$ cat config.mk
export PLATFORM = sky130hd
export DESIGN_NAME = reset_sequencer_flat
export DESIGN_NICKNAME = d
export VERILOG_FILES = /design/src/rtl/reset_sequencer_pkg.sv /design/src/rtl/reset_sequencer_if.sv /design/src/rtl/rst_seq_tick.sv /design/src/rtl/reset_sequencer.sv /design/src/flat_wrapper.sv
export SDC_FILE = /design/constraint.sdc
export NUM_CORES = 1
export LEC_CHECK = 0
export BUFFER_PORTS_ARGS = -buffer_cell sky130_fd_sc_hd__buf_2
export CAP_MARGIN = 5
export CORE_MARGIN = 10
export CORE_UTILIZATION = 59
export CTS_CLUSTER_DIAMETER = 60
export DETAILED_ROUTE_END_ITERATION = 8
export PLACE_DENSITY = 0.89
export SLEW_MARGIN = 10
export SYNTH_ARGS = -nofsm -noshare
export SYNTH_HDL_FRONTEND = slang
export SYNTH_SLANG_ARGS = --single-unit
$ cat constraint.sdc
create_clock -name clk_i -period 3.6 [get_ports clk_i]
set_clock_uncertainty 0.1 [all_clocks]
set_input_delay 0.72 -clock clk_i [delete_from_list [all_inputs] [get_ports clk_i]]
set_output_delay 0.72 -clock clk_i [all_outputs]
set_load 0.005 [all_outputs]
$ cat src/rtl/reset_sequencer_pkg.sv
// Shared types, widths and FSM state codes for the staged reset sequencer.
// Also provides the lowest-set-bit helper used for loss-of-lock re-sequencing.
package reset_sequencer_pkg;

  localparam int TMR_W   = 16;
  localparam int STAGE_W = 3;

  typedef logic [TMR_W-1:0]   tmr_t;
  typedef logic [STAGE_W-1:0] stage_t;
  typedef logic [2:0]         state_t;

  localparam state_t ST_IDLE = 3'd0;
  localparam state_t ST_HOLD = 3'd1;
  localparam state_t ST_WAIT = 3'd2;
  localparam state_t ST_NEXT = 3'd3;
  localparam state_t ST_RUN  = 3'd4;
  localparam state_t ST_FAIL = 3'd5;

  // Scans from the top so the final assignment is the lowest set bit.
  function automatic stage_t lowest_set(input logic [7:0] v);
    stage_t idx;
    idx = '0;
    for (int i = 7; i >= 0; i--) begin
      if (v[i]) idx = stage_t'(i);
    end
    return idx;
  endfunction

endpackage

$ cat src/rtl/reset_sequencer_if.sv
// Control/status bundle between the reset sequencer and the logic it releases.
// The sequencer drives through master; the stage owners (or a bench) use slave.
interface reset_sequencer_if #(
  parameter int NSTG = 4
);
  logic             soft_rst;
  logic [NSTG-1:0]  done;
  logic [NSTG-1:0]  stg_rst;
  logic             sys_rst;
  logic             ready;
  logic [NSTG-1:0]  err;
  logic [2:0]       stage;
  logic [2:0]       state;
  logic [1:0]       retries;

  modport master (
    input  soft_rst, done,
    output stg_rst, sys_rst, ready, err, stage, state, retries
  );

  modport slave (
    output soft_rst, done,
    input  stg_rst, sys_rst, ready, err, stage, state, retries
  );
endinterface

$ cat src/rtl/rst_seq_tick.sv
// Free-running prescaler: counts 0..PRE_DIV-1 and emits a registered
// one-cycle tick on every wrap.
module rst_seq_tick #(
  parameter int PRE_DIV = 400
) (
  input  logic clk_i,
  input  logic rst_i,
  output logic tick_o
);

  localparam int CW = (PRE_DIV > 1) ? $clog2(PRE_DIV) : 1;

  logic [CW-1:0] cnt_q, cnt_d;
  logic          tick_q, tick_d;
  logic          wrap;

  assign wrap = (cnt_q == CW'(PRE_DIV - 1));

  always_comb begin
    cnt_d  = wrap ? '0 : cnt_q + 1'b1;
    tick_d = wrap;
  end

  // NOTE: sequential state is written with <= so every flop samples pre-edge values.
  always_ff @(posedge clk_i or posedge rst_i) begin
    if (rst_i) begin
      cnt_q  <= '0;
      tick_q <= 1'b0;
    end else begin
      cnt_q  <= cnt_d;
      tick_q <= tick_d;
    end
  end

  assign tick_o = tick_q;

endmodule

$ cat src/rtl/reset_sequencer.sv
// N-stage reset sequencer: releases stage resets in order, waits for each
// stage's done/lock, retries on timeout and re-sequences on loss of lock.
module reset_sequencer
  import reset_sequencer_pkg::*;
#(
  parameter int                      NSTG         = 4,
  parameter int                      PRE_DIV      = 400,
  parameter tmr_t                    HOLD_TK      = 16'd10,
  parameter logic [NSTG*TMR_W-1:0]   TMO_TK       = {NSTG{16'd1000}},
  parameter int                      MAX_RETRY    = 3,
  parameter bit                      STALL_ON_ERR = 1'b1,
  parameter logic [NSTG-1:0]         MON_MASK     = {NSTG{1'b1}}
) (
  input  logic               clk_i,
  input  logic               rst_i,
  reset_sequencer_if.master  bus
);

  if (NSTG < 1 || NSTG > 8) begin : g_bad_nstg
    $error("reset_sequencer: NSTG must be in 1..8");
  end
  if (MAX_RETRY < 0 || MAX_RETRY > 3) begin : g_bad_retry
    $error("reset_sequencer: MAX_RETRY must fit the 2-bit retry counter");
  end

  logic            tick;
  state_t          state_q, state_d;
  stage_t          stage_q, stage_d;
  logic [1:0]      retries_q, retries_d;
  logic [NSTG-1:0] stg_rst_q, stg_rst_d;
  logic [NSTG-1:0] err_q, err_d;
  logic            sys_rst_q, sys_rst_d;
  logic            ready_q, ready_d;
  tmr_t            tmr_q, tmr_d;
  logic [NSTG-1:0] sync1_q, done_s_q, done_prev_q;

  logic [NSTG-1:0] stage_oh, hi_mask, fell;
  logic [7:0]      fell8;
  stage_t          lo_idx;
  tmr_t            tmo_cur;
  logic            cur_done, last_stage, restart;

  rst_seq_tick #(.PRE_DIV(PRE_DIV)) u_tick (
    .clk_i  (clk_i),
    .rst_i  (rst_i),
    .tick_o (tick)
  );

  // Only monitored stages that were locked and have just dropped count as loss of lock.
  assign fell       = done_prev_q & ~done_s_q & MON_MASK;
  assign lo_idx     = lowest_set(fell8);
  assign last_stage = (stage_q == stage_t'(NSTG - 1));
  assign cur_done   = |(done_s_q & stage_oh);

  // NOTE: every variable driven here gets a default first, so no path can infer a latch.
  always_comb begin
    fell8           = '0;
    fell8[NSTG-1:0] = fell;
    stage_oh        = '0;
    hi_mask         = '0;
    tmo_cur         = '0;
    for (int k = 0; k < NSTG; k++) begin
      stage_oh[k] = (stage_q == stage_t'(k));
      hi_mask[k]  = (stage_t'(k) >= lo_idx);
      if (stage_q == stage_t'(k)) tmo_cur = TMO_TK[k*TMR_W +: TMR_W];
    end
  end

  always_comb begin
    state_d   = state_q;
    stage_d   = stage_q;
    retries_d = retries_q;
    stg_rst_d = stg_rst_q;
    err_d     = err_q;
    sys_rst_d = 1'b1;
    ready_d   = 1'b0;
    if (bus.soft_rst) begin
      state_d   = ST_HOLD;
      stage_d   = '0;
      retries_d = '0;
      stg_rst_d = '1;
      err_d     = '0;
    end else begin
      case (state_q)
        ST_IDLE: begin
          state_d = ST_HOLD;
          stage_d = '0;
        end
        ST_HOLD: begin
          if (tmr_q == HOLD_TK) begin
            stg_rst_d = stg_rst_q & ~stage_oh;
            state_d   = ST_WAIT;
          end
        end
        ST_WAIT: begin
          // A done seen in the same cycle as the timeout takes precedence.
          if (cur_done) begin
            state_d = ST_NEXT;
          end else if (tmo_cur != '0 && tmr_q == tmo_cur) begin
            if (int'(retries_q) < MAX_RETRY) begin
              retries_d = retries_q + 2'd1;
              stg_rst_d = stg_rst_q | stage_oh;
              state_d   = ST_HOLD;
            end else begin
              err_d = err_q | stage_oh;
              if (STALL_ON_ERR) begin
                stg_rst_d = stg_rst_q | stage_oh;
                state_d   = ST_FAIL;
              end else begin
                state_d = ST_NEXT;
              end
            end
          end
        end
        ST_NEXT: begin
          if (last_stage) begin
            state_d = ST_RUN;
          end else begin
            stage_d   = stage_q + 3'd1;
            retries_d = '0;
            state_d   = ST_HOLD;
          end
        end
        ST_RUN: begin
          if (|fell) begin
            stage_d   = lo_idx;
            stg_rst_d = stg_rst_q | hi_mask;
            retries_d = '0;
            state_d   = ST_HOLD;
          end else begin
            sys_rst_d = 1'b0;
            ready_d   = 1'b1;
          end
        end
        ST_FAIL: ;
        default: state_d = ST_IDLE;
      endcase
    end
  end

  // Timer restarts on every state entry and for as long as a soft reset is held.
  assign restart = bus.soft_rst || (state_d != state_q);

  always_comb begin
    tmr_d = tmr_q;
    if (restart)                    tmr_d = '0;
    else if (tick && tmr_q != '1)   tmr_d = tmr_q + 16'd1;
  end

  always_ff @(posedge clk_i or posedge rst_i) begin
    if (rst_i) begin
      state_q     <= ST_IDLE;
      stage_q     <= '0;
      retries_q   <= '0;
      stg_rst_q   <= '1;
      err_q       <= '0;
      sys_rst_q   <= 1'b1;
      ready_q     <= 1'b0;
      tmr_q       <= '0;
      sync1_q     <= '0;
      done_s_q    <= '0;
      done_prev_q <= '0;
    end else begin
      state_q     <= state_d;
      stage_q     <= stage_d;
      retries_q   <= retries_d;
      stg_rst_q   <= stg_rst_d;
      err_q       <= err_d;
      sys_rst_q   <= sys_rst_d;
      ready_q     <= ready_d;
      tmr_q       <= tmr_d;
      sync1_q     <= bus.done;
      done_s_q    <= sync1_q;
      done_prev_q <= done_s_q;
    end
  end

  assign bus.stg_rst = stg_rst_q;
  assign bus.sys_rst = sys_rst_q;
  assign bus.ready   = ready_q;
  assign bus.err     = err_q;
  assign bus.stage   = stage_q;
  assign bus.state   = state_q;
  assign bus.retries = retries_q;

endmodule

$ cat src/flat_wrapper.sv
// flat-port wrapper written by rule: the top's interface ports become plain ports
module reset_sequencer_flat import reset_sequencer_pkg::*;
#(
  parameter int                      NSTG         = 4,
  parameter int                      PRE_DIV      = 400,
  parameter tmr_t                    HOLD_TK      = 16'd10,
  parameter logic [NSTG*TMR_W-1:0]   TMO_TK       = {NSTG{16'd1000}},
  parameter int                      MAX_RETRY    = 3,
  parameter bit                      STALL_ON_ERR = 1'b1,
  parameter logic [NSTG-1:0]         MON_MASK     = {NSTG{1'b1}}
)
  (clk_i, rst_i, bus_soft_rst, bus_done, bus_stg_rst, bus_sys_rst, bus_ready, bus_err, bus_stage, bus_state, bus_retries);
  reset_sequencer_if #(.NSTG(NSTG)) bus_i ();
  input  logic clk_i;
  input  logic rst_i;
  input wire logic [$bits(bus_i.soft_rst)-1:0] bus_soft_rst;
  input wire logic [$bits(bus_i.done)-1:0] bus_done;
  output wire logic [$bits(bus_i.stg_rst)-1:0] bus_stg_rst;
  output wire logic [$bits(bus_i.sys_rst)-1:0] bus_sys_rst;
  output wire logic [$bits(bus_i.ready)-1:0] bus_ready;
  output wire logic [$bits(bus_i.err)-1:0] bus_err;
  output wire logic [$bits(bus_i.stage)-1:0] bus_stage;
  output wire logic [$bits(bus_i.state)-1:0] bus_state;
  output wire logic [$bits(bus_i.retries)-1:0] bus_retries;
  assign bus_i.soft_rst = bus_soft_rst;
  assign bus_i.done = bus_done;
  assign bus_stg_rst = bus_i.stg_rst;
  assign bus_sys_rst = bus_i.sys_rst;
  assign bus_ready = bus_i.ready;
  assign bus_err = bus_i.err;
  assign bus_stage = bus_i.stage;
  assign bus_state = bus_i.state;
  assign bus_retries = bus_i.retries;
  reset_sequencer #(.NSTG(NSTG), .PRE_DIV(PRE_DIV), .HOLD_TK(HOLD_TK), .TMO_TK(TMO_TK), .MAX_RETRY(MAX_RETRY), .STALL_ON_ERR(STALL_ON_ERR), .MON_MASK(MON_MASK)) u_core (.clk_i(clk_i), .rst_i(rst_i), .bus(bus_i));
endmodule
**Word-level counts from Yosys, hierarchy flattened**

Index checks and enable logic that the tools add are counted.

- Flip-flop bits (word level): 56
- Input port bits: 7
- Output and inout port bits: 18
- Word-level logic and storage cells: 116

- Add/sub/neg operators: 4
- Magnitude comparators: 5
- Equality and inequality tests: 21
- Muxes and demuxes: 47
- Bitwise gates (word level): 8
- Reduce and logical (&&, ||, !) cells: 18

Operators with widths:

| operator | count |
|---|---|
| 10-bit two-way mux | 4 |
| 4-bit two-way mux | 10 |
| 3-bit two-way mux | 13 |
| 16-bit two-way mux | 2 |
| 3-bit case mux with 6 select lines | 1 |
| 16-bit by 1-bit adder with 16-bit output, second input constant | 1 |
| 16-bit by 10-bit equality test with 1-bit output | 1 |
| 16-bit by 4-bit equality test with 1-bit output, second input constant | 1 |
| 16-bit != test, second input constant | 1 |
| 16-bit nonzero test | 1 |
| 2-bit two-way mux | 7 |
| 4-bit bitwise AND | 3 |
| 3-bit by 2-bit equality test with 1-bit output, second input constant | 4 |
| 3-bit by 2-bit != test with 1-bit output, second input constant | 4 |
| 4-bit OR | 3 |
| 4-bit case mux with 3 select lines | 1 |
| 4-bit nonzero test | 3 |
| 9-bit by 1-bit adder with 9-bit output, second input constant | 1 |
| 9-bit equality test, second input constant | 1 |
| 9-bit two-way mux | 1 |
| 3-bit case mux with 3 select lines | 1 |
| 4-bit inverter | 2 |
| 4-bit OR reduction | 2 |
| 3-bit by 1-bit equality test with 1-bit output, second input constant | 2 |
| 19 further kinds | 33 |

**Longest topological paths before layout**

Gate-level depths: netlist of the first run.

- Word-level depth: 14
- Gate-level depth with buffers: 10
- Depth with buffers taken out: 8

**Cells and area by module**

A second synthesis of the first run with hierarchy kept.

- Cell total of the unflattened synthesis: 299
- Area total of the unflattened synthesis: 2922.8 um^2

By module, submodules not included:

| module | times used | cells each | area an instance (um^2) | sequential area each (um^2) |
|---|---|---|---|---|
| reset_sequencer | 1 | 259 | 2462.4 | 1157.4 |
| rst_seq_tick | 1 | 40 | 460.4 | 250.2 |

**Worst setup path after synthesis of the first run**

No wires, ideal clock.

- Path kind: flip-flop to flip-flop
- Start point: reg u_core.stage_q[2] (netlist: u_core.bus.stage[2])
- End point: reg u_core.tmr_q[0]
- Library setup time: 0.119 ns
- Arrival: 2.477 ns
- Data required time: 3.381 ns
- Slack: 0.904 ns
- Stages on the path, launching flop included: 11
- Path buffers: 2
- Period minus slack after synthesis: 2.696 ns
- Path through: dfrtp_1 -> clkbuf_1 -> inv_1 -> ha_1 -> inv_1 -> a2111o_1 -> or3_4 -> and4_4 -> o221ai_4 -> buf_8 -> nor2_2

- Cells in the longest elaborated chain, start to end: 14
- Elaborated cells on any way between the ends: 22
- Classes of those cells: eq/ne (5); mux (10); bitwise (1); reduce/logical (6)

Ends and longest elaborated chain:

| item | RTL line | text |
|---|---|---|
| start: declaration | reset_sequencer.sv:28 | `stage_t stage_q, stage_d;` |
| start signal: assignment | reset_sequencer.sv:165 | `stage_q <= stage_d;` |
| 3-bit zero test | reset_sequencer.sv:63, reset_sequencer.sv:65 |  |
| 10-bit two-way mux (4 in series) | reset_sequencer.sv:65 | `if (stage_q == stage_t'(k)) tmo_cur = TMO_TK[k*TMR_W +: TMR_W];` |
| 16-bit by 10-bit equality test with 1-bit output / 16-bit nonzero test (equally long branches) | reset_sequencer.sv:99 | `end else if (tmo_cur != '0 && tmr_q == tmo_cur) begin` |
| 1-bit logical AND | reset_sequencer.sv:99 |  |
| 3-bit two-way mux | reset_sequencer.sv:99 |  |
| 3-bit two-way mux | reset_sequencer.sv:97 | `if (cur_done) begin` |
| 3-bit case mux with 6 select lines * | reset_sequencer.sv:84 | `case (state_q)` |
| 3-bit two-way mux * | reset_sequencer.sv:77 | `if (bus.soft_rst) begin` |
| 3-bit != test * | reset_sequencer.sv:142 | `assign restart = bus.soft_rst \|\| (state_d != state_q);` |
| 1-bit logical OR * | reset_sequencer.sv:142 |  |
| 16-bit two-way mux / 2-bit nonzero test (equally long branches) | -- |  |
| end signal: assignment | reset_sequencer.sv:171 | `tmr_q <= tmr_d;` |
| end: declaration | reset_sequencer.sv:34 | `tmr_t tmr_q, tmr_d;` |

Every way passes the cells marked *; elsewhere a longest branch is shown, timed or not.
A chain may end at the register's enable or synchronous reset.

**Worst setup path in the final report of the first run**

- Start point: reg u_core.stage_q[0] (netlist: u_core.bus.stage[0])
- End point: reg u_core.tmr_q[14]

Same word-level chain as after synthesis.

==> flow_results.xml, run 1 <==
<?xml version="1.0" encoding="UTF-8"?>
<metrics>
  <group name="status">
    <metric name="outcome" unit="">finished clean</metric>
  </group>
  <group name="floorplan">
    <metric name="floorplan.initialDensity" unit="">0.616</metric>
    <metric name="dieWidth" unit="um">90.4</metric>
    <metric name="die_area" unit="mm^2">0.00818</metric>
    <metric name="num_rows" unit="">25</metric>
    <metric name="dieHeight" unit="um">90.4</metric>
    <metric name="fp.coreArea" unit="mm^2">0.00475</metric>
    <metric name="floorplan.io_pins" unit="">25</metric>
  </group>
  <group name="layout">
    <metric name="filler_cell_count" unit="">388</metric>
    <metric name="share_of_layout_cells_above_drive_strength_1" unit="">0.177</metric>
    <metric name="seq_area" unit="mm^2">0.00141</metric>
    <metric name="insertedDiodeCount" unit="">0</metric>
    <metric name="syn2layout_area_growth" unit="%">8.50</metric>
    <metric name="postLayoutCellArea" unit="mm^2">0.00318</metric>
    <metric name="net_count_of_the_finished_layout" unit="">333</metric>
    <metric name="multiInputGateArea" unit="mm^2">0.00143</metric>
  </group>
  <group name="routing">
    <metric name="route.antenna.remaining_nets" unit="">0</metric>
    <metric name="viasPerCell" unit="">5.91</metric>
    <metric name="dr.pass1.iters" unit="">5</metric>
    <metric name="wl" unit="mm">6.25</metric>
    <metric name="vias" unit="">2270</metric>
    <metric name="drc" unit="">0</metric>
    <metric name="routed_wire_length_per_instance" unit="um">16.3</metric>
    <metric name="first_iter_violations" unit="">188</metric>
  </group>
  <group name="worst_setup_path">
    <metric name="startpoint_type" unit="">flip-flop</metric>
    <metric name="rr_startpoint" unit="">u_core.bus.stage[0]</metric>
    <metric name="worstSetupPathType" unit="">reg -&gt; reg</metric>
    <metric name="arr_time_crit_path" unit="ns">3.19</metric>
    <metric name="critical_path_peak_fanout" unit="">16</metric>
    <metric name="timing.critical_path.required" unit="ns">3.67</metric>
    <metric name="worst_setup_path_end_kind" unit="">flip-flop</metric>
    <metric name="reg2reg_to" unit="">u_core.tmr_q[14]</metric>
    <metric name="r2r_depth" unit="">8</metric>
    <metric name="worst-r2r-setup-slack" unit="ns">0.48</metric>
  </group>
  <group name="synth">
    <metric name="cell_area_synth" unit="mm^2">0.00293</metric>
    <metric name="synth_async_sr_flop_share" unit="">1.00</metric>
    <metric name="synth.ff_latch_count" unit="">56</metric>
    <metric name="synth.yosys.seq_area_share" unit="">0.481</metric>
    <metric name="synth_ff_type" unit="">sky130_fd_sc_hd__dfrtp_1</metric>
    <metric name="syn_nets" unit="">310</metric>
    <metric name="synth_enable_flop_cells" unit="">0</metric>
    <metric name="cell_count_after_synthesis" unit="">293</metric>
    <metric name="netlist-cell-type-count" unit="">58</metric>
    <metric name="ys.warnings.count" unit="">0</metric>
    <metric name="synth.avg_cell_area" unit="um^2">9.99</metric>
  </group>
  <group name="hold_path">
    <metric name="timing.hold.worst_path_depth" unit="">0</metric>
    <metric name="hold_class" unit="">reg -&gt; reg</metric>
    <metric name="hold_path_startpoint" unit="">u_core.sync1_q[3]</metric>
    <metric name="whs_endpoint" unit="">u_core.done_s_q[3]</metric>
  </group>
  <group name="sta">
    <metric name="final-max-slew-violation-count" unit="">0</metric>
    <metric name="slew_headroom" unit="">0.263</metric>
    <metric name="fmax" unit="MHz">320</metric>
    <metric name="final_period_minus_worst_setup_slack" unit="ns">3.12</metric>
    <metric name="final-setup-viol-count" unit="">0</metric>
    <metric name="finalHoldViolCount" unit="">0</metric>
    <metric name="tns" unit="ns">0</metric>
    <metric name="finalCritPeriodShare" unit="">0.867</metric>
    <metric name="worst_slew_pin_slew" unit="ns">1.11</metric>
    <metric name="grt_setup_unrepaired" unit="">no</metric>
  </group>
  <group name="power">
    <metric name="power_density" unit="mW/mm^2">320</metric>
    <metric name="cellLeakagePower" unit="nW">1.35</metric>
    <metric name="vdd.ir_drop.worst" unit="mV">0.244</metric>
  </group>
  <group name="placement">
    <metric name="place.gp.congestion" unit="">0.907</metric>
    <metric name="placement.cell_area" unit="mm^2">0.00309</metric>
    <metric name="place.detailed.hpwl" unit="mm">4.58</metric>
    <metric name="number_of_i_o_port_buffers" unit="">24</metric>
  </group>
  <group name="clock_network">
    <metric name="cts.path.max_buffers" unit="">2</metric>
    <metric name="cts.hold.buffers_added" unit="">0</metric>
    <metric name="cts_h_tree_depth" unit="">2</metric>
    <metric name="postCtsSetupBuffers" unit="">0</metric>
    <metric name="resized_after_cts" unit="">0</metric>
    <metric name="cts_tree" unit="">built</metric>
    <metric name="cts_root_buffer" unit="">sky130_fd_sc_hd__clkbuf_8</metric>
    <metric name="number_of_sinks_driven_by_the_clock_tree" unit="">56</metric>
    <metric name="worstSkewPairLatency" unit="ns">0.31</metric>
    <metric name="cts.clk_slew.worst_paths" unit="ns">0.10</metric>
    <metric name="numCtsBuffers" unit="">5</metric>
  </group>
  <group name="global_route">
    <metric name="grt_pass1_wl" unit="mm">10.7</metric>
    <metric name="globalRouteTotalUtil" unit="">0.155</metric>
    <metric name="via_count_of_the_first_global_routing_pass" unit="">2235</metric>
    <metric name="global_route.overflow_total" unit="">0</metric>
    <metric name="maximum_number_of_pins_on_one_net_before_global_route_repair" unit="">57</metric>
    <metric name="grt_antenna_before_repair" unit="">0</metric>
  </group>
  <group name="flow_run">
    <metric name="max_cap_violations" unit="">0</metric>
  </group>
</metrics>
==> cell type report <==
| class | count | area share |
|---|---|---|
| Inverter | 12 | 0.0142 |
| Tap cell | 67 | 0.0264 |
| Multi-Input combinational cell | 217 | 0.451 |
| Timing Repair Buffer | 24 | 0.0378 |
| Sequential cell | 56 | 0.443 |
| Clock buffer | 6 | 0.0228 |
| Clock inverter | 2 | 0.00512 |
==> stage by stage <==
| step | util | std cells | setup slack, ns | total power, W | hold slack (ns) |
|---|---|---|---|---|---|
| 3_3_place_gp | 0.649 | 376 | 0.679 | 0.000684 | 0.232 |
| 3_5_place_dp | 0.649 | 376 | 0.522 | 0.000686 | 0.235 |
| 6_report | 0.668 | 384 | 0.480 | 0.00102 | 0.253 |
| 5_1_grt | 0.668 | 384 | 0.204 | 0.00106 | 0.270 |
| 2_1_floorplan | - | 293 | 0.904 | 0.000677 | 0.231 |
| 4_1_cts | 0.668 | 384 | 0.506 | 0.00102 | 0.258 |
==> logic make-up after synthesis <==
family	synth area share
simple gates	0.260
flops	0.481
compound gates	0.122
buf+inv	0.0303
xor+xnor	0.0568
fa+ha+maj	0.0427
mux	0.00684
==> worst max-delay path by stage <==
stage                              from                to  slack (ns)  cells past startpoint
floorplan           u_core.bus.stage[2]   u_core.tmr_q[0]        0.90                     10
global placement    u_core.bus.stage[0]  u_core.tmr_q[12]        0.68                      8
detailed placement  u_core.bus.stage[0]   u_core.tmr_q[9]        0.52                      8
CTS                 u_core.bus.stage[0]  u_core.tmr_q[14]        0.51                      8
global route        u_core.bus.stage[0]  u_core.tmr_q[14]        0.20                      8
finish              u_core.bus.stage[0]  u_core.tmr_q[14]        0.48                      8
==> registers in the layout, summed over array words and instances, names as in the netlist <==
name / cells
u_core.done_s_q: 4
u_core.tmr_q: 16
u_core.u_tick.cnt_q: 9
u_core.done_prev_q: 4
u_core.bus.sys_rst: 1
u_core.bus.retries: 2
u_core.bus.ready: 1
u_core.bus.err: 4
u_core.sync1_q: 4
u_core.bus.stg_rst: 4
u_core.u_tick.tick_o: 1
u_core.bus.stage: 3
u_core.bus.state: 3
==> placed cells by master, fill, tap and decap left out, types with 6 or more instances in the layout <==
cell type	count
sky130_fd_sc_hd__dfrtp_1	51
sky130_fd_sc_hd__nor2_1	34
sky130_fd_sc_hd__buf_2	24
sky130_fd_sc_hd__nand2_1	21
sky130_fd_sc_hd__nand3_1	20
sky130_fd_sc_hd__xor2_1	14
sky130_fd_sc_hd__a21oi_1	13
sky130_fd_sc_hd__inv_1	11
sky130_fd_sc_hd__nor2_2	10
sky130_fd_sc_hd__ha_1	10
sky130_fd_sc_hd__nor2b_1	8
sky130_fd_sc_hd__nand2b_1	6
sky130_fd_sc_hd__nor4_1	6
==> synth_stat cells, drive strengths merged (6+ instances only) <==
master | number | area, um^2
dfrtp | 51 | 1280
nor2 | 44 | 190
nand2 | 21 | 78.8
nand3 | 20 | 100
xor2 | 14 | 123
a21oi | 13 | 65.1
inv | 12 | 45.0
ha | 10 | 125
nor2b | 8 | 50.1
nor4 | 7 | 58.8
nand2b | 6 | 37.5
==> metal layers <==
layer,part of all wire,vias to the layer above,track usage
met2,0.49,69,0.264
li1,-,1084,-
met4,0.020,0,0.0424
met1,0.43,1101,0.189
met3,0.059,16,0.0391
met5,0,-,0
==> critical path: stages, from the launching register on <==
cell	delay (ns)
sky130_fd_sc_hd__dfrtp_1	0.47
sky130_fd_sc_hd__ha_1	0.20
sky130_fd_sc_hd__ha_1	0.28
sky130_fd_sc_hd__inv_1	0.13
sky130_fd_sc_hd__a2111o_1	0.52
sky130_fd_sc_hd__nor4_4	0.46
sky130_fd_sc_hd__nor4_1	0.16
sky130_fd_sc_hd__o221ai_4	0.56
sky130_fd_sc_hd__nor2_1	0.11
==> report_power, final <==
part           internal (W)  leakage, nW  switching, W
sequential         0.000636        0.718    0.00000357
clock              0.000139       0.0414      0.000206
combinational    0.00000754        0.591     0.0000259
Note: power is estimated with default switching activity, not from simulation.
==> inputs of run 2 (changes only) <==
SYNTH_HIERARCHICAL = 1   (was default)
clock period = 3.55 ns   (was 3.6 ns; I/O delays follow)
==> flow_results.xml, run 2 <==
<?xml version="1.0" encoding="UTF-8"?>
<metrics>
  <group name="status">
    <metric name="outcome" unit="">finished clean</metric>
  </group>
  <group name="clock_network">
    <metric name="postCtsSetupBuffers" unit="">0</metric>
    <metric name="worstSkewPairLatency" unit="ns">0.32</metric>
    <metric name="cts_root_buffer" unit="">sky130_fd_sc_hd__clkbuf_8</metric>
    <metric name="cts.clk_slew.worst_paths" unit="ns">0.11</metric>
    <metric name="number_of_sinks_driven_by_the_clock_tree" unit="">56</metric>
    <metric name="cts_tree" unit="">built</metric>
    <metric name="cts.path.max_buffers" unit="">2</metric>
    <metric name="cts_h_tree_depth" unit="">2</metric>
    <metric name="numCtsBuffers" unit="">5</metric>
    <metric name="resized_after_cts" unit="">0</metric>
    <metric name="cts.hold.buffers_added" unit="">0</metric>
  </group>
  <group name="layout">
    <metric name="filler_cell_count" unit="">379</metric>
    <metric name="seq_area" unit="mm^2">0.00141</metric>
    <metric name="syn2layout_area_growth" unit="%">9.08</metric>
    <metric name="final_cell_mix" unit="">51 x sky130_fd_sc_hd__dfrtp_1, 35 x sky130_fd_sc_hd__nor2_1, 24 x sky130_fd_sc_hd__buf_2</metric>
    <metric name="share_of_layout_cells_above_drive_strength_1" unit="">0.158</metric>
    <metric name="largest_register_ffs" unit="">16</metric>
    <metric name="most_frequent_standard_cell_in_the_layout_excluding_fill_and_tap_cells" unit="">sky130_fd_sc_hd__dfrtp_1</metric>
    <metric name="largest_register" unit="">u_core/tmr_q</metric>
    <metric name="top_regs" unit="">u_core/tmr_q (16), u_core/u_tick/cnt_q (9)</metric>
    <metric name="net_count_of_the_finished_layout" unit="">339</metric>
    <metric name="multiInputGateArea" unit="mm^2">0.00140</metric>
    <metric name="insertedDiodeCount" unit="">0</metric>
  </group>
  <group name="worst_setup_path">
    <metric name="timing.critical_path.required" unit="ns">3.69</metric>
    <metric name="critical_path.slowest_cell" unit="">sky130_fd_sc_hd__a221o_2</metric>
    <metric name="critical_path.cell_chain" unit="">inv_1 -&gt; ha_1 -&gt; or3_1 -&gt; a21oi_1 -&gt; o21bai_1 -&gt; a221o_1 -&gt; a221o_2 -&gt; a211oi_1</metric>
    <metric name="critical_path_peak_fanout" unit="">16</metric>
    <metric name="worstSetupPathType" unit="">reg -&gt; reg</metric>
    <metric name="cpPeakStageDelay" unit="ns">0.53</metric>
    <metric name="worst_setup_path_end_kind" unit="">flip-flop</metric>
    <metric name="startpoint_type" unit="">flip-flop</metric>
    <metric name="arr_time_crit_path" unit="ns">2.92</metric>
  </group>
  <group name="sta">
    <metric name="final.hold.worst_slack" unit="ns">0.259</metric>
    <metric name="final_period_minus_worst_setup_slack" unit="ns">2.78</metric>
    <metric name="fmax" unit="MHz">360</metric>
    <metric name="final-setup-viol-count" unit="">0</metric>
    <metric name="final-max-slew-violation-count" unit="">0</metric>
    <metric name="tns" unit="ns">0</metric>
    <metric name="finalCritPeriodShare" unit="">0.783</metric>
    <metric name="worst_slew_pin_slew" unit="ns">0.914</metric>
    <metric name="slew_headroom" unit="">0.389</metric>
    <metric name="finalHoldViolCount" unit="">0</metric>
    <metric name="grt_setup_unrepaired" unit="">no</metric>
  </group>
  <group name="synth">
    <metric name="synth.ff_latch_count" unit="">56</metric>
    <metric name="syn_nets" unit="">316</metric>
    <metric name="synth.area.top_cells" unit="">sky130_fd_sc_hd__dfrtp_1 44%, sky130_fd_sc_hd__dfstp_2 4.5%, sky130_fd_sc_hd__nor2_1 4.5%, sky130_fd_sc_hd__ha_1 4.3%, sky130_fd_sc_hd__xor2_1 3.9%</metric>
    <metric name="cell_count_after_synthesis" unit="">299</metric>
    <metric name="cell_area_synth" unit="mm^2">0.00292</metric>
    <metric name="synth_async_sr_flop_share" unit="">1.00</metric>
    <metric name="synth_enable_flop_cells" unit="">0</metric>
    <metric name="yosys.cell_count.top_type" unit="">sky130_fd_sc_hd__dfrtp_1</metric>
    <metric name="synth.avg_cell_area" unit="um^2">9.78</metric>
    <metric name="netlist.area_leader.share" unit="">0.437</metric>
    <metric name="netlist-cell-type-count" unit="">55</metric>
    <metric name="synth_ff_type" unit="">sky130_fd_sc_hd__dfrtp_1</metric>
    <metric name="synth_top_area_cell" unit="">sky130_fd_sc_hd__dfrtp_1</metric>
    <metric name="ys.warnings.count" unit="">6</metric>
    <metric name="synth.yosys.seq_area_share" unit="">0.482</metric>
    <metric name="synth_common_cells" unit="">51 x sky130_fd_sc_hd__dfrtp_1, 35 x sky130_fd_sc_hd__nor2_1, 21 x sky130_fd_sc_hd__nand3_1, 19 x sky130_fd_sc_hd__nand2_1, 18 x sky130_fd_sc_hd__inv_1</metric>
  </group>
  <group name="global_route">
    <metric name="grt_antenna_before_repair" unit="">0</metric>
    <metric name="global_route.overflow_total" unit="">0</metric>
    <metric name="globalRouteTotalUtil" unit="">0.150</metric>
    <metric name="grt_pass1_wl" unit="mm">10.3</metric>
    <metric name="maximum_number_of_pins_on_one_net_before_global_route_repair" unit="">47</metric>
    <metric name="via_count_of_the_first_global_routing_pass" unit="">2248</metric>
  </group>
  <group name="floorplan">
    <metric name="num_rows" unit="">25</metric>
    <metric name="dieWidth" unit="um">90.4</metric>
    <metric name="floorplan.initialDensity" unit="">0.615</metric>
    <metric name="die_area" unit="mm^2">0.00817</metric>
    <metric name="fp.coreArea" unit="mm^2">0.00475</metric>
    <metric name="floorplan.io_pins" unit="">25</metric>
    <metric name="dieHeight" unit="um">90.4</metric>
  </group>
  <group name="routing">
    <metric name="viasPerCell" unit="">6.11</metric>
    <metric name="first_iter_violations" unit="">200</metric>
    <metric name="route.antenna.remaining_nets" unit="">0</metric>
    <metric name="routed_wire_length_per_instance" unit="um">15.8</metric>
    <metric name="vias" unit="">2381</metric>
    <metric name="drc" unit="">0</metric>
    <metric name="dr.pass1.iters" unit="">5</metric>
    <metric name="wl" unit="mm">6.15</metric>
  </group>
  <group name="power">
    <metric name="power_density" unit="mW/mm^2">334</metric>
    <metric name="vdd.ir_drop.worst" unit="mV">0.243</metric>
    <metric name="cellLeakagePower" unit="nW">1.46</metric>
  </group>
  <group name="placement">
    <metric name="number_of_i_o_port_buffers" unit="">24</metric>
    <metric name="place.detailed.hpwl" unit="mm">4.36</metric>
    <metric name="place.gp.congestion" unit="">0.872</metric>
  </group>
  <group name="hold_path">
    <metric name="hold_class" unit="">in -&gt; async</metric>
  </group>
  <group name="flow_run">
    <metric name="max_cap_violations" unit="">0</metric>
  </group>
</metrics>
run 2: changes by cell type in the layout (fill, tap and decap cells not counted), sizes merged, moves of 3 or more:
cell and change:
o31ai -3, nor2b -3, a21oi -3, nor4 -3, o21ai +8, nor2 -9, inv +9, o22ai +4
mux2i +3
run 2: area by class of cell:
cell class	count	share of cell area
clock buffers	5	0.0216
clock inverters	3	0.00903
inverters	18	0.0212
multi-input cells	216	0.440
flip-flops and latches	56	0.442
well taps	67	0.0263
repair buffers	25	0.0400
run 2: kinds of logic after synthesis:
group,synth area share
buffers and inverters,0.0381
adders and majority gates,0.0428
AOI/OAI and AO/OA,0.125
DFF,0.482
muxes,0.0171
xor gates and xnor gates,0.0539
and+or+nand+nor,0.241
run 2: critical path: cells and delay by family, from the launching register on:
| family | cells | cell delay (ns) |
|---|---|---|
| AO/OA/AOI/OAI | 5 | 1.46 |
| buffers and inverters | 1 | 0.11 |
| flip-flops | 1 | 0.42 |
| adder cells (fa/ha/maj) | 1 | 0.24 |
| AND/OR/NAND/NOR | 1 | 0.38 |
run 2: final timing paths:
check / startpoint / to / slack [ns] / cells after the start
setup / recovery: u_core/bus.stage[0] / u_core/tmr_q[6] / 0.77 / 8
hold / removal: rst_i / u_core/u_tick/cnt_q[0] / 0.26 / 2
setup reg to reg: u_core/bus.stage[0] / u_core/tmr_q[6] / 0.77 / 8
hold reg to reg: u_core/sync1_q[3] / u_core/done_s_q[3] / 0.26 / 0
max in group asynchronous: rst_i / u_core/tmr_q[15] / 2.29 / 2
min in group clk_i: u_core/sync1_q[3] / u_core/done_s_q[3] / 0.26 / 0
run 2: power by group:
group	total, W	internal, W	switching [W]
sequential	0.000650	0.000645	0.00000491
combinational	0.0000363	0.00000899	0.0000273
clock	0.000378	0.000149	0.000229
total	0.00106	0.000803	0.000261
run 2: through the flow:
step / power [W] / area [um^2] / util / instances / setup WS [ns]
final: 0.00106 / 3190 / 0.671 / 390 / 0.771
after global routing: 0.00111 / 3190 / 0.671 / 390 / 0.620
after CTS: 0.00107 / 3190 / 0.671 / 390 / 0.807
after detailed placement: 0.000698 / 3090 / 0.650 / 382 / 0.830
after global placement: 0.000696 / 3090 / 0.650 / 382 / 0.919
after floorplan: 0.000686 / 2920 / - / 299 / 1.04
run 2: layer usage:
layer  up-vias  wire length (um)  global-route usage
met3        23               528              0.0474
li1       1110                 -                   -
met1      1138              2630               0.185
met5         -                 0                   0
met4         0               170              0.0729
met2       110              2830               0.233
==> inputs of run 3 (changes only) <==
clock period = 2.7 ns   (was 3.55 ns; I/O delays follow)
==> flow_results.xml, run 3 (same netlist as run 2, synthesis figures left out) <==
<?xml version="1.0" encoding="UTF-8"?>
<metrics>
  <group name="worst_setup_path">
    <metric name="reg2reg_to" unit="">u_core/bus.stg_rst[1]</metric>
    <metric name="rr_startpoint" unit="">u_core/bus.stage[0]</metric>
    <metric name="critical_path_peak_fanout" unit="">6</metric>
    <metric name="worst-r2r-setup-slack" unit="ns">-0.03</metric>
    <metric name="worstSetupPathType" unit="">reg -&gt; reg</metric>
    <metric name="r2r_depth" unit="">9</metric>
    <metric name="worst_setup_path_end_kind" unit="">flip-flop</metric>
    <metric name="timing.critical_path.required" unit="ns">2.86</metric>
    <metric name="arr_time_crit_path" unit="ns">2.89</metric>
    <metric name="startpoint_type" unit="">flip-flop</metric>
  </group>
  <group name="sta">
    <metric name="final-setup-viol-count" unit="">1</metric>
    <metric name="slew_headroom" unit="">0.663</metric>
    <metric name="finalCritPeriodShare" unit="">1.01</metric>
    <metric name="final.hold.worst_slack" unit="ns">0.0532</metric>
    <metric name="final.setup.worst_slack" unit="ns">-0.0276</metric>
    <metric name="fmax" unit="MHz">367</metric>
    <metric name="final_period_minus_worst_setup_slack" unit="ns">2.73</metric>
    <metric name="finalHoldViolCount" unit="">0</metric>
    <metric name="final-max-slew-violation-count" unit="">0</metric>
    <metric name="worst_slew_pin_slew" unit="ns">0.501</metric>
  </group>
  <group name="clock_network">
    <metric name="cts.clk_slew.worst_paths" unit="ns">0.10</metric>
    <metric name="cts_root_buffer" unit="">sky130_fd_sc_hd__clkbuf_8</metric>
    <metric name="cts_tree" unit="">built</metric>
    <metric name="cts.hold.buffers_added" unit="">0</metric>
    <metric name="cts.path.max_buffers" unit="">2</metric>
    <metric name="cts_h_tree_depth" unit="">2</metric>
    <metric name="worstSkewPairLatency" unit="ns">0.32</metric>
    <metric name="number_of_sinks_driven_by_the_clock_tree" unit="">56</metric>
    <metric name="numCtsBuffers" unit="">5</metric>
  </group>
  <group name="global_route">
    <metric name="globalRouteTotalUtil" unit="">0.164</metric>
    <metric name="grt_pass1_wl" unit="mm">11.2</metric>
    <metric name="maximum_number_of_pins_on_one_net_before_global_route_repair" unit="">25</metric>
    <metric name="via_count_of_the_first_global_routing_pass" unit="">2434</metric>
    <metric name="grt_antenna_before_repair" unit="">0</metric>
    <metric name="global_route.overflow_total" unit="">0</metric>
  </group>
  <group name="routing">
    <metric name="viasPerCell" unit="">6.09</metric>
    <metric name="wl" unit="mm">6.83</metric>
    <metric name="dr.pass1.iters" unit="">6</metric>
    <metric name="route.antenna.remaining_nets" unit="">0</metric>
    <metric name="drc" unit="">0</metric>
    <metric name="first_iter_violations" unit="">275</metric>
    <metric name="vias" unit="">2448</metric>
    <metric name="routed_wire_length_per_instance" unit="um">17.0</metric>
  </group>
  <group name="status">
    <metric name="violations" unit="">setup timing</metric>
    <metric name="outcome" unit="">finished with violations</metric>
  </group>
  <group name="floorplan">
    <metric name="floorplan.initialDensity" unit="">0.615</metric>
    <metric name="dieHeight" unit="um">90.4</metric>
    <metric name="die_area" unit="mm^2">0.00817</metric>
    <metric name="fp.coreArea" unit="mm^2">0.00475</metric>
    <metric name="dieWidth" unit="um">90.4</metric>
    <metric name="floorplan.io_pins" unit="">25</metric>
    <metric name="num_rows" unit="">25</metric>
  </group>
  <group name="placement">
    <metric name="placed_cells" unit="">390</metric>
    <metric name="number_of_i_o_port_buffers" unit="">24</metric>
    <metric name="place.gp.congestion" unit="">0.894</metric>
    <metric name="place.detailed.hpwl" unit="mm">4.46</metric>
    <metric name="preCtsSetupSlack" unit="ns">-0.0814</metric>
  </group>
  <group name="layout">
    <metric name="insertedDiodeCount" unit="">0</metric>
    <metric name="syn2layout_area_growth" unit="%">12.8</metric>
    <metric name="most_frequent_standard_cell_in_the_layout_excluding_fill_and_tap_cells" unit="">sky130_fd_sc_hd__dfrtp_1</metric>
    <metric name="largest_register_ffs" unit="">16</metric>
    <metric name="multiInputGateArea" unit="mm^2">0.00143</metric>
    <metric name="share_of_layout_cells_above_drive_strength_1" unit="">0.200</metric>
    <metric name="filler_cell_count" unit="">353</metric>
    <metric name="seq_area" unit="mm^2">0.00141</metric>
    <metric name="largest_register" unit="">u_core/tmr_q</metric>
    <metric name="instances_no_fill" unit="">402</metric>
    <metric name="final_cell_mix" unit="">51 x sky130_fd_sc_hd__dfrtp_1, 35 x sky130_fd_sc_hd__nor2_1, 24 x sky130_fd_sc_hd__buf_2</metric>
    <metric name="finish.utilization" unit="">0.693</metric>
    <metric name="net_count_of_the_finished_layout" unit="">351</metric>
    <metric name="top_regs" unit="">u_core/tmr_q (16), u_core/u_tick/cnt_q (9)</metric>
  </group>
  <group name="power">
    <metric name="cellLeakagePower" unit="nW">1.52</metric>
    <metric name="vdd.ir_drop.worst" unit="mV">0.419</metric>
    <metric name="power_density" unit="mW/mm^2">423</metric>
  </group>
  <group name="flow_run">
    <metric name="max_cap_violations" unit="">0</metric>
  </group>
  <group name="hold_path">
    <metric name="hold_class" unit="">in -&gt; async</metric>
  </group>
</metrics>
[run 3: critical path, cell delays in order, from the launching register on]
cell and delay, ns:
sky130_fd_sc_hd__dfrtp_1 0.42, sky130_fd_sc_hd__buf_4 0.16, sky130_fd_sc_hd__ha_2 0.20, sky130_fd_sc_hd__a222oi_1 0.32, sky130_fd_sc_hd__o21ai_1 0.17, sky130_fd_sc_hd__buf_4 0.16, sky130_fd_sc_hd__o31ai_1 0.36, sky130_fd_sc_hd__nand3_1 0.28
sky130_fd_sc_hd__o21ai_0 0.30, sky130_fd_sc_hd__o31a_1 0.19
[run 3: how the worst max path moves through the flow]
stage	slack, ns	startpoint	to
after floorplan	0.19	u_core/bus.stage[0]	u_core/tmr_q[0]
after global placement	0.09	u_core/bus.stage[0]	u_core/tmr_q[6]
after detailed placement	-0.08	u_core/bus.stage[0]	u_core/tmr_q[6]
after CTS	0.02	u_core/bus.stage[0]	u_core/tmr_q[6]
after global routing	-0.06	u_core/bus.stage[1]	u_core/tmr_q[6]
final	-0.03	u_core/bus.stage[0]	u_core/bus.stg_rst[1]
[run 3: stage by stage]
stage          setup TNS, ns  power [W]  area [um^2]
5_1_grt               -0.450    0.00145         3300
3_3_place_gp               0   0.000917         3150
3_5_place_dp         -0.0814   0.000919         3150
6_report             -0.0276    0.00139         3300
4_1_cts                    0    0.00141         3270
2_1_floorplan              0   0.000901         2920
[run 3: power breakdown]
| part | leakage, nW | internal [W] | switching (W) |
|---|---|---|---|
| Combinational | 0.748 | 0.0000154 | 0.0000378 |
| Sequential | 0.718 | 0.000848 | 0.00000567 |
| Clock | 0.0511 | 0.000196 | 0.000291 |
| Total | 1.52 | 0.00106 | 0.000335 |
[run 3: repair_timing]
item | 4_1_cts | 5_1_grt
pin swaps | 1 | 5
gates resized for setup | 0 | 6
gates cloned | 1 | 0
setup buffers | 2 | 1
setup endpoints to repair | 5 | 16
[run 3: final cells by class]
type	count	share of cell area
multi-input combinational	217	0.434
tap	67	0.0254
timing repair buffer	36	0.0638
sequential	56	0.427
clock buffer	5	0.0209
inverter	18	0.0205
clock inverter	3	0.00873
[run 3: metal layers]
metal / up-vias / part of all wire / GRT usage
li1: 1133 / - / -
met1: 1156 / 0.41 / 0.194
met2: 137 / 0.48 / 0.270
met3: 22 / 0.082 / 0.0432
met4: 0 / 0.026 / 0.0782
met5: - / 0 / 0
